===== config.mk =====
export PLATFORM = sky130hd
export DESIGN_NAME = dac_frame_sequencer
export DESIGN_NICKNAME = d
export VERILOG_FILES = /design/src/rtl/dac_pkg.sv /design/src/rtl/dac_cmd_fifo.sv /design/src/rtl/dac_frame_sequencer.sv
export SDC_FILE = /design/constraint.sdc
export NUM_CORES = 1
export LEC_CHECK = 0
export ABC_AREA = 1
export CORE_MARGIN = 2
export CORE_UTILIZATION = 25
export DETAILED_ROUTE_END_ITERATION = 8
export HOLD_SLACK_MARGIN = 0.06
export SETUP_SLACK_MARGIN = 0.1
export SLEW_MARGIN = 20
export SYNTH_ARGS = -nofsm -noshare
export SYNTH_HDL_FRONTEND = slang
export SYNTH_SLANG_ARGS = --single-unit

===== constraint.sdc =====
create_clock -name spi_clk -period 2.8 [get_ports spi_clk]
set_input_delay 0.42 -clock spi_clk [delete_from_list [all_inputs] [get_ports spi_clk]]
set_output_delay 0.42 -clock spi_clk [all_outputs]
set_load 0.05 [all_outputs]

===== src/rtl/dac_pkg.sv =====
// Shared definitions for the DAC frame sequencer.
// Frame field widths, pad constant, sequencer states.
package dac_pkg;

    localparam int OP_W    = 4;
    localparam int ADDR_W  = 4;
    localparam int CODE_W  = 16;
    localparam int FRAME_W = 32;
    localparam int CMD_W   = OP_W + ADDR_W + CODE_W;
    localparam int PAD_W   = FRAME_W - CMD_W;

    localparam logic [PAD_W-1:0] FRAME_PAD = '0;

    typedef enum logic [2:0] {
        ST_IDLE,
        ST_LOAD,
        ST_REQ,
        ST_XFER,
        ST_GAP
    } seq_state_t;

    // Build the SPI frame: zero pad, then {op, addr, code}
    function automatic logic [FRAME_W-1:0] make_frame(
        input logic [CMD_W-1:0] cmd
    );
        return {FRAME_PAD, cmd};
    endfunction

endpackage


===== src/rtl/dac_cmd_fifo.sv =====
// Synchronous command FIFO with occupancy output.
// DEPTH must be a power of two so pointers wrap naturally.
module dac_cmd_fifo #(
    parameter int DEPTH = 4,
    parameter int WIDTH = 24
) (
    input  logic                     clk,
    input  logic                     rst_n,
    input  logic                     push,
    input  logic [WIDTH-1:0]         din,
    input  logic                     pop,
    output logic [WIDTH-1:0]         dout,
    output logic                     full,
    output logic                     empty,
    output logic [$clog2(DEPTH):0]   level
);

    localparam int AW = $clog2(DEPTH);
    localparam int LW = AW + 1;

    logic [WIDTH-1:0] mem [DEPTH];
    logic [AW-1:0]    wr_ptr;
    logic [AW-1:0]    rd_ptr;
    logic [LW-1:0]    count;
    logic             push_ok;
    logic             pop_ok;

    assign full    = (count == LW'(DEPTH));
    assign empty   = (count == '0);
    assign level   = count;
    assign dout    = mem[rd_ptr];
    assign push_ok = push && !full;
    assign pop_ok  = pop && !empty;

    // Storage array; contents need no reset
    always_ff @(posedge clk) begin
        if (push_ok) begin
            mem[wr_ptr] <= din;
        end
    end

    // Pointers and occupancy
    always_ff @(posedge clk or negedge rst_n) begin
        if (!rst_n) begin
            wr_ptr <= '0;
            rd_ptr <= '0;
            count  <= '0;
        end else begin
            if (push_ok) begin
                wr_ptr <= wr_ptr + AW'(1);
            end
            if (pop_ok) begin
                rd_ptr <= rd_ptr + AW'(1);
            end
            unique case ({push_ok, pop_ok})
                2'b10:   count <= count + LW'(1);
                2'b01:   count <= count - LW'(1);
                default: count <= count;
            endcase
        end
    end

endmodule


===== src/rtl/dac_frame_sequencer.sv =====
// Feeds queued DAC commands to the SPI engine as 32-bit frames.
// Tracks SYNCB per transfer, enforces a gap, flags start timeouts.
module dac_frame_sequencer
    import dac_pkg::*;
#(
    parameter int FIFO_DEPTH    = 4,
    parameter int MIN_GAP       = 8,
    parameter int START_TIMEOUT = 64
) (
    input  logic                          spi_clk,
    input  logic                          rst_n,
    input  logic                          cmd_valid,
    output logic                          cmd_ready,
    input  logic [3:0]                    cmd_op,
    input  logic [3:0]                    cmd_addr,
    input  logic [15:0]                   cmd_data,
    output logic                          wr,
    output logic [31:0]                   data_spi_in,
    input  logic                          SYNCB,
    output logic                          busy,
    output logic [$clog2(FIFO_DEPTH):0]   fifo_level,
    output logic [15:0]                   frames_sent,
    output logic                          err_timeout,
    input  logic                          err_clr
);

    localparam int TW = $clog2(START_TIMEOUT + 1);
    localparam int GW = $clog2(MIN_GAP + 1);

    seq_state_t       state_q;
    seq_state_t       state_d;

    logic             syncb_q1;
    logic             syncb_s;
    logic             syncb_prev;

    logic [CMD_W-1:0] fifo_dout;
    logic             fifo_full;
    logic             fifo_empty;
    logic             fifo_pop;

    logic [TW-1:0]    tcnt_q;
    logic [GW-1:0]    gcnt_q;
    logic [15:0]      frames_q;
    logic [31:0]      frame_q;
    logic             err_q;

    logic             load_frame;
    logic             tmo_hit;
    logic             frame_done;

    dac_cmd_fifo #(
        .DEPTH (FIFO_DEPTH),
        .WIDTH (CMD_W)
    ) u_fifo (
        .clk   (spi_clk),
        .rst_n (rst_n),
        .push  (cmd_valid),
        .din   ({cmd_op, cmd_addr, cmd_data}),
        .pop   (fifo_pop),
        .dout  (fifo_dout),
        .full  (fifo_full),
        .empty (fifo_empty),
        .level (fifo_level)
    );

    assign cmd_ready   = !fifo_full;
    assign wr          = (state_q == ST_REQ);
    assign busy        = (state_q != ST_IDLE) || !fifo_empty;
    assign data_spi_in = frame_q;
    assign frames_sent = frames_q;
    assign err_timeout = err_q;

    // Bring SYNCB into the spi_clk domain; idle level is high
    always_ff @(posedge spi_clk or negedge rst_n) begin
        if (!rst_n) begin
            syncb_q1   <= 1'b1;
            syncb_s    <= 1'b1;
            syncb_prev <= 1'b1;
        end else begin
            syncb_q1   <= SYNCB;
            syncb_s    <= syncb_q1;
            syncb_prev <= syncb_s;
        end
    end

    // Sequencer state register
    always_ff @(posedge spi_clk or negedge rst_n) begin
        if (!rst_n) begin
            state_q <= ST_IDLE;
        end else begin
            state_q <= state_d;
        end
    end

    // Next-state and per-state strobes
    always_comb begin
        state_d    = state_q;
        fifo_pop   = 1'b0;
        load_frame = 1'b0;
        tmo_hit    = 1'b0;
        frame_done = 1'b0;
        unique case (state_q)
            ST_IDLE: begin
                if (!fifo_empty && syncb_s) begin
                    state_d = ST_LOAD;
                end
            end
            ST_LOAD: begin
                fifo_pop   = 1'b1;
                load_frame = 1'b1;
                state_d    = ST_REQ;
            end
            ST_REQ: begin
                if (!syncb_s) begin
                    state_d = ST_XFER;
                end else if (tcnt_q == TW'(START_TIMEOUT - 1)) begin
                    tmo_hit = 1'b1;
                    state_d = ST_GAP;
                end
            end
            ST_XFER: begin
                if (syncb_s && !syncb_prev) begin
                    frame_done = 1'b1;
                    state_d    = ST_GAP;
                end
            end
            ST_GAP: begin
                if (gcnt_q == GW'(MIN_GAP - 1)) begin
                    state_d = ST_IDLE;
                end
            end
            default: begin
                state_d = ST_IDLE;
            end
        endcase
    end

    // Start-timeout and inter-frame gap counters
    always_ff @(posedge spi_clk or negedge rst_n) begin
        if (!rst_n) begin
            tcnt_q <= '0;
            gcnt_q <= '0;
        end else begin
            if (state_q == ST_REQ && state_d == ST_REQ) begin
                tcnt_q <= tcnt_q + TW'(1);
            end else begin
                tcnt_q <= '0;
            end
            if (state_q == ST_GAP && state_d == ST_GAP) begin
                gcnt_q <= gcnt_q + GW'(1);
            end else begin
                gcnt_q <= '0;
            end
        end
    end

    // Frame register, held until the next load
    always_ff @(posedge spi_clk or negedge rst_n) begin
        if (!rst_n) begin
            frame_q <= '0;
        end else if (load_frame) begin
            frame_q <= make_frame(fifo_dout);
        end
    end

    // Completed-frame counter, wraps at 16 bits
    always_ff @(posedge spi_clk or negedge rst_n) begin
        if (!rst_n) begin
            frames_q <= '0;
        end else if (frame_done) begin
            frames_q <= frames_q + 16'd1;
        end
    end

    // Sticky timeout flag; a new timeout beats a clear
    always_ff @(posedge spi_clk or negedge rst_n) begin
        if (!rst_n) begin
            err_q <= 1'b0;
        end else if (tmo_hit) begin
            err_q <= 1'b1;
        end else if (err_clr) begin
            err_q <= 1'b0;
        end
    end

endmodule


After elaboration in Yosys (flattened, before gate mapping)
Memories as Yosys holds them, arrays and structs flattened. A register that Yosys moved wholly into a read port is not among the register bits.
Cells that the tools add are included.
{"block": "classes", "addsub": 7, "n_eq_ne": 11, "n_mux": 19, "n_reduce_logical": 16}
{"cell": "$add A16 B1 Y16 const B", "count": 1}
{"cell": "$mux W3", "count": 5}
{"cell": "$pmux W3 S5", "count": 1}
{"cell": "$mux W1", "count": 10}
{"cell": "$eq A3 B2 Y1 const B", "count": 3}
{"cell": "$eq A3 B3 Y1 const B", "count": 3}
{"cell": "$add A7 B1 Y7 const B", "count": 1}
{"cell": "$eq A7 B6 Y1 const B", "count": 1}
{"cell": "$mux W7", "count": 1}
{"cell": "$logic_and A1 B1 Y1", "count": 6}
{"cell": "$logic_not A3 Y1", "count": 2}
{"cell": "$pmux W3 S2", "count": 1}
{"cell": "$add A2 B1 Y2 const B", "count": 2}
{"cell": "$add A4 B1 Y4 const B", "count": 1}
{"cell": "$eq A4 B3 Y1 const B", "count": 1}
{"cell": "$logic_not A1 Y1", "count": 4}
{"cell": "$mux W4", "count": 1}
{"cell": "$reduce_bool A2 Y1", "count": 2}
{"cell": "$add A3 B1 Y3 const B", "count": 1}
{"cell": "$eq A3 B1 Y1 const B", "count": 1}
{"cell": "$reduce_bool A3 Y1", "count": 1}
{"cell": "$sub A3 B1 Y3 const B", "count": 1}
{"cell": "$eq A2 B1 Y1 const B", "count": 1}
{"cell": "$eq A2 B2 Y1 const B", "count": 1}
{"cell": "$logic_or A1 B1 Y1", "count": 1}
{"block": "totals", "ff_bits": 41, "ram_bits": 96, "n_memories": 1}
{"memory": "u_fifo.mem", "depth": 4, "word_bits": 24, "read_ports": 1, "rd_ports_with_merged_regs": 1, "wr": 1, "line_no": "dac_cmd_fifo.sv:21", "text": "logic [WIDTH-1:0] mem [DEPTH];"}

Longest topological paths before layout
{"block": "depth", "word_depth": 8, "ltp_mapped": 10, "ltp_nobuf": 10}

Hierarchy
A second synthesis with hierarchy kept.
{"block": "unflattened", "cells_unflattened": 657, "area_unflattened_um2": 6984.2}
{"module": "dac_cmd_fifo", "instances": 1, "cells_each": 341, "area_per_inst_um2": 4345.4}
{"module": "dac_frame_sequencer", "instances": 1, "cells_each": 316, "area_per_inst_um2": 2638.8}

Least setup slack after synthesis
Ideal clock, no wire load.
{"block": "synth_path", "kind": "register -> register", "startpoint": "register u_fifo.count[1], in the netlist u_fifo.level[1]", "endpoint": "memory u_fifo.mem[0][0], enable pin", "setup_time_ps": 405, "arrival_ps": 2623, "required_ps": 2395, "path_slack_ps": -228, "path_stages_with_launch": 5, "path_buffers": 0, "cell_sequence": "dfrtp_1 -> inv_1 -> nand3_1 -> nand2_1 -> nor2_1"}
{"block": "synth_via", "elab_chain_cells": 5}
{"item": "start, declared", "line_no": "dac_cmd_fifo.sv:24", "text": "logic [LW-1:0] count;"}
{"item": "start signal, assigned", "line_no": "dac_cmd_fifo.sv:56", "text": "2'b10: count <= count + LW'(1);"}
{"item": "start signal, assigned", "line_no": "dac_cmd_fifo.sv:57", "text": "2'b01: count <= count - LW'(1);"}
{"item": "start signal, assigned", "line_no": "dac_cmd_fifo.sv:58", "text": "default: count <= count;"}
{"item": "$eq A3 B3 Y1", "line_no": "dac_cmd_fifo.sv:28", "text": "assign full = (count == LW'(DEPTH));"}
{"item": "$logic_not A1 Y1"}
{"item": "net cmd_ready", "line_no": "dac_frame_sequencer.sv:13", "text": "output logic cmd_ready,"}
{"item": "$logic_and A1 B1 Y1", "line_no": "dac_cmd_fifo.sv:32", "text": "assign push_ok = push && !full;"}
{"item": "$mux W1", "line_no": "dac_cmd_fifo.sv:37", "text": "if (push_ok) begin"}
{"item": "$mux W1 (not written as such)", "line_no": "dac_cmd_fifo.sv:38", "text": "mem[wr_ptr] <= din;"}
{"item": "end, declared", "line_no": "dac_cmd_fifo.sv:21"}
The timed path passes the listed nets, and every way through them passes these cells.

Worst setup path after layout
{"block": "layout_path", "startpoint": "register u_fifo.count[1], in the netlist u_fifo.level[1]", "endpoint": "output port busy"}
{"block": "layout_via", "elab_chain_cells": 3}
{"item": "$logic_not A3 Y1", "line_no": "dac_cmd_fifo.sv:29", "text": "assign empty = (count == '0);"}
{"item": "$logic_not A1 Y1", "line_no": "dac_frame_sequencer.sv:69", "text": "assign busy = (state_q != ST_IDLE) || !fifo_empty;"}
{"item": "$logic_or A1 B1 Y1", "line_no": "dac_frame_sequencer.sv:69"}
{"item": "end, declared", "line_no": "dac_frame_sequencer.sv:20", "text": "output logic busy,"}
No other way between the ends.

==> metrics.txt <==
status finished, final reports clean; DRC 0; startpoint types register; commonest non-fill, non-tap cell in the layout nor2_1; Synth Cell Area 6640 um2; final layout net count 719; static leakage 3.15 nW; worst hold endpoint syncb_s; PD cells 1080 nW/um2; CP Capture Type primary output; Die H 167 um; core area 26,100 um2; num rows 59; clock latency on the worst-skew pair 0.43 ns; Tmin final 2.57 ns; Hold WC Path Type reg2reg; Starting Density 25.5%; vias in the first global route 4,372; crit share post-route 91.8%; Global Route Usage Sum 10.8%; Area Overhead vs Synth 26.7%; main combinational cell family by area after synthesis simple AND/OR/NAND/NOR gates; Fin. Hold Viols 0; HPWL Detailed 9330 um; RePlAce Congestion 0.822; setup TNS 0 ns; worst-path fanout max 3; maximum number of pins on one net before global-route repair 50; Yosys cell types 32; post-synthesis simple-gate area fraction 15.8%; Fill cells 2,611; adder-cell share of the synthesized area 1.81%; vias per std cell 4.21; die area 27,900 um2; clock-pin slew on the worst setup and hold paths 0.08 ns; clk sinks 161; Syn Area/Cell 11.2 um2; r2r startpoint state_q[2]; WHS Path Cells 0; grt ovf 0; critical path required time 2.38 ns; worst r2r dst u_fifo.level[2]; clock skew 0.0188 ns; placed cells 996; io pins 84; Synth Warn # 0; post-synthesis mux area share 0%; worst min-delay path startpoint syncb_q1; R2R cell count 9; drt wl/cell 14.0 um; synthesized flop and latch total 161; postcts setup bufs 0; Finished Layout Cells 1,030; Max Freq 389 MHz; vias post-DR 4,340; post-synthesis compound-gate area fraction 7.08%; Worst Max-Slew Pin Slew 0.926 ns; final antenna-violating net count 0; global-route wire length before repair 23,500 um; commonest cells after routing, fill and taps aside nor2_1, edfxtp_1, clkdlybuf4s50_1; cell count after synthesis 595; initial drt markers 298; sequential share of the synthesized area 68.0%; Slew Viols, Final 0; Max-Slew Margin vs Limit 38.2%; Post-Route WL 14,500 um; flop2flop setup slack 0.81 ns; VDD IR max 0.552 mV; die width 167 um; Arr. time, crit path 2.15 ns; max cap viols 0; IO buf count 75; First-pass DRT Iterations 5; htree depth 4; buffer depth of the longest clock path 2; endpoints failing setup 0; initial antenna violation count 1; CTS buffer count 17; root buffer cell clkbuf_16; RSZ-0062 raised after global routing no; WS Path Type reg2out; layout cells sized above 1 10.8%; clock tree from TritonCTS built; XOR/XNOR share of the synthesized area 2.37%
synth_stat cells, drive strengths merged:
library cell  instances  area share, %
nor2                163            9.8
edfxtp               96             43
nand2                65            3.9
dfrtp                62             23
o21ai                60            4.5
inv                  37            2.1
buf                  25            2.4
a31oi                24            2.3
nand3                14            1.1
xor2                 11            1.5
ha                    8            1.5
xnor2                 7           0.92
clkbuf                5           0.30
nand4                 5           0.47
a21oi                 4           0.30
dfstp                 3            1.2
nor3                  2           0.30
conb                  1          0.056
fa                    1           0.30
nand3b                1           0.11
or2                   1          0.094
area by class of cell:
type	instances	area (um2)	share of cell area [%]
diodes	1	2.50	0.0298
clock buffers	17	425	5.06
clock inverters	15	186	2.22
inverters	37	141	1.68
multi-input cells	374	1850	21.9
flip-flops and latches	161	4510	53.7
well taps	335	419	4.98
repair buffers	90	876	10.4
critical path, cell delays in order (launching register included):
cell and delay, ns:
dfrtp_1 0.41, inv_1 0.12, nand3_1 0.15, or2_2 0.32
clkdlybuf4s50_1 0.72
per-stage QoR:
stage / cell area, um2 / total power [mW] / hold slack (ns) / setup slack (ns) / util [%]
finish: 8410 / 9.06 / 0.357 / 0.231 / 32.3
CTS: 8410 / 9.21 / 0.358 / 0.202 / 32.3
global placement: 7790 / 6.77 / 0.348 / 0.678 / 29.9
global route: 8410 / 9.65 / 0.366 / 0.129 / 32.3
detailed placement: 7790 / 6.81 / 0.349 / 0.675 / 29.9
floorplan: 6670 / 5.68 / 0.124 / -0.228 / -
worst max-delay path by stage:
stage / end / slack [ns] / cells past startpoint / from
floorplan: u_fifo.mem[0][0] / -0.23 / 4 / u_fifo.level[1]
global placement: u_fifo.level[2] / 0.68 / 8 / cmd_valid
detailed placement: busy / 0.68 / 4 / u_fifo.level[0]
CTS: busy / 0.20 / 4 / u_fifo.level[1]
global route: busy / 0.13 / 4 / state_q[1]
finish: busy / 0.23 / 4 / u_fifo.level[1]
report_power, final:
| part | total (mW) | switching, mW | internal (mW) |
|---|---|---|---|
| Clock | 2.37 | 1.08 | 1.29 |
| Sequential | 3.36 | 0.254 | 3.11 |
| Combinational | 3.33 | 2.30 | 1.03 |
cells by family (layout without fill, tap and decap cells):
| group | count (synthesis) | count (layout) |
|---|---|---|
| DFF | 161 | 161 |
| buffers and inverters | 67 | 159 |
| AOI/OAI and AO/OA | 88 | 88 |
| and+or+nand+nor | 251 | 251 |
| other | 1 | 9 |
| adders and majority gates | 9 | 9 |
| xor gates and xnor gates | 18 | 18 |
what timing repair did:
action | in CTS | in global routing
resized for setup | 0 | 0
endpoints found under the setup margin | 0 | 0
hold buffers | 1 | 0
endpoints found under the hold margin | 36 | 0
metal layers:
layer	part of all wire, %	global-route usage [%]	up-vias
met5	0	0	-
met4	0.84	2.77	0
met3	5.8	3.14	11
met2	48	17.9	111
met1	46	13.9	2063
li1	-	-	2155
state kept, by name, indices dropped and copies added (netlist names):
register	cells
state_q	3
u_fifo.rd_ptr	2
syncb_q1	1
tcnt_q	7
frames_sent	16
syncb_prev	1
data_spi_in	24
gcnt_q	4
u_fifo.mem	96
err_timeout	1
u_fifo.wr_ptr	2
syncb_s	1
u_fifo.level	3
Power figures use the tool's default switching activity.
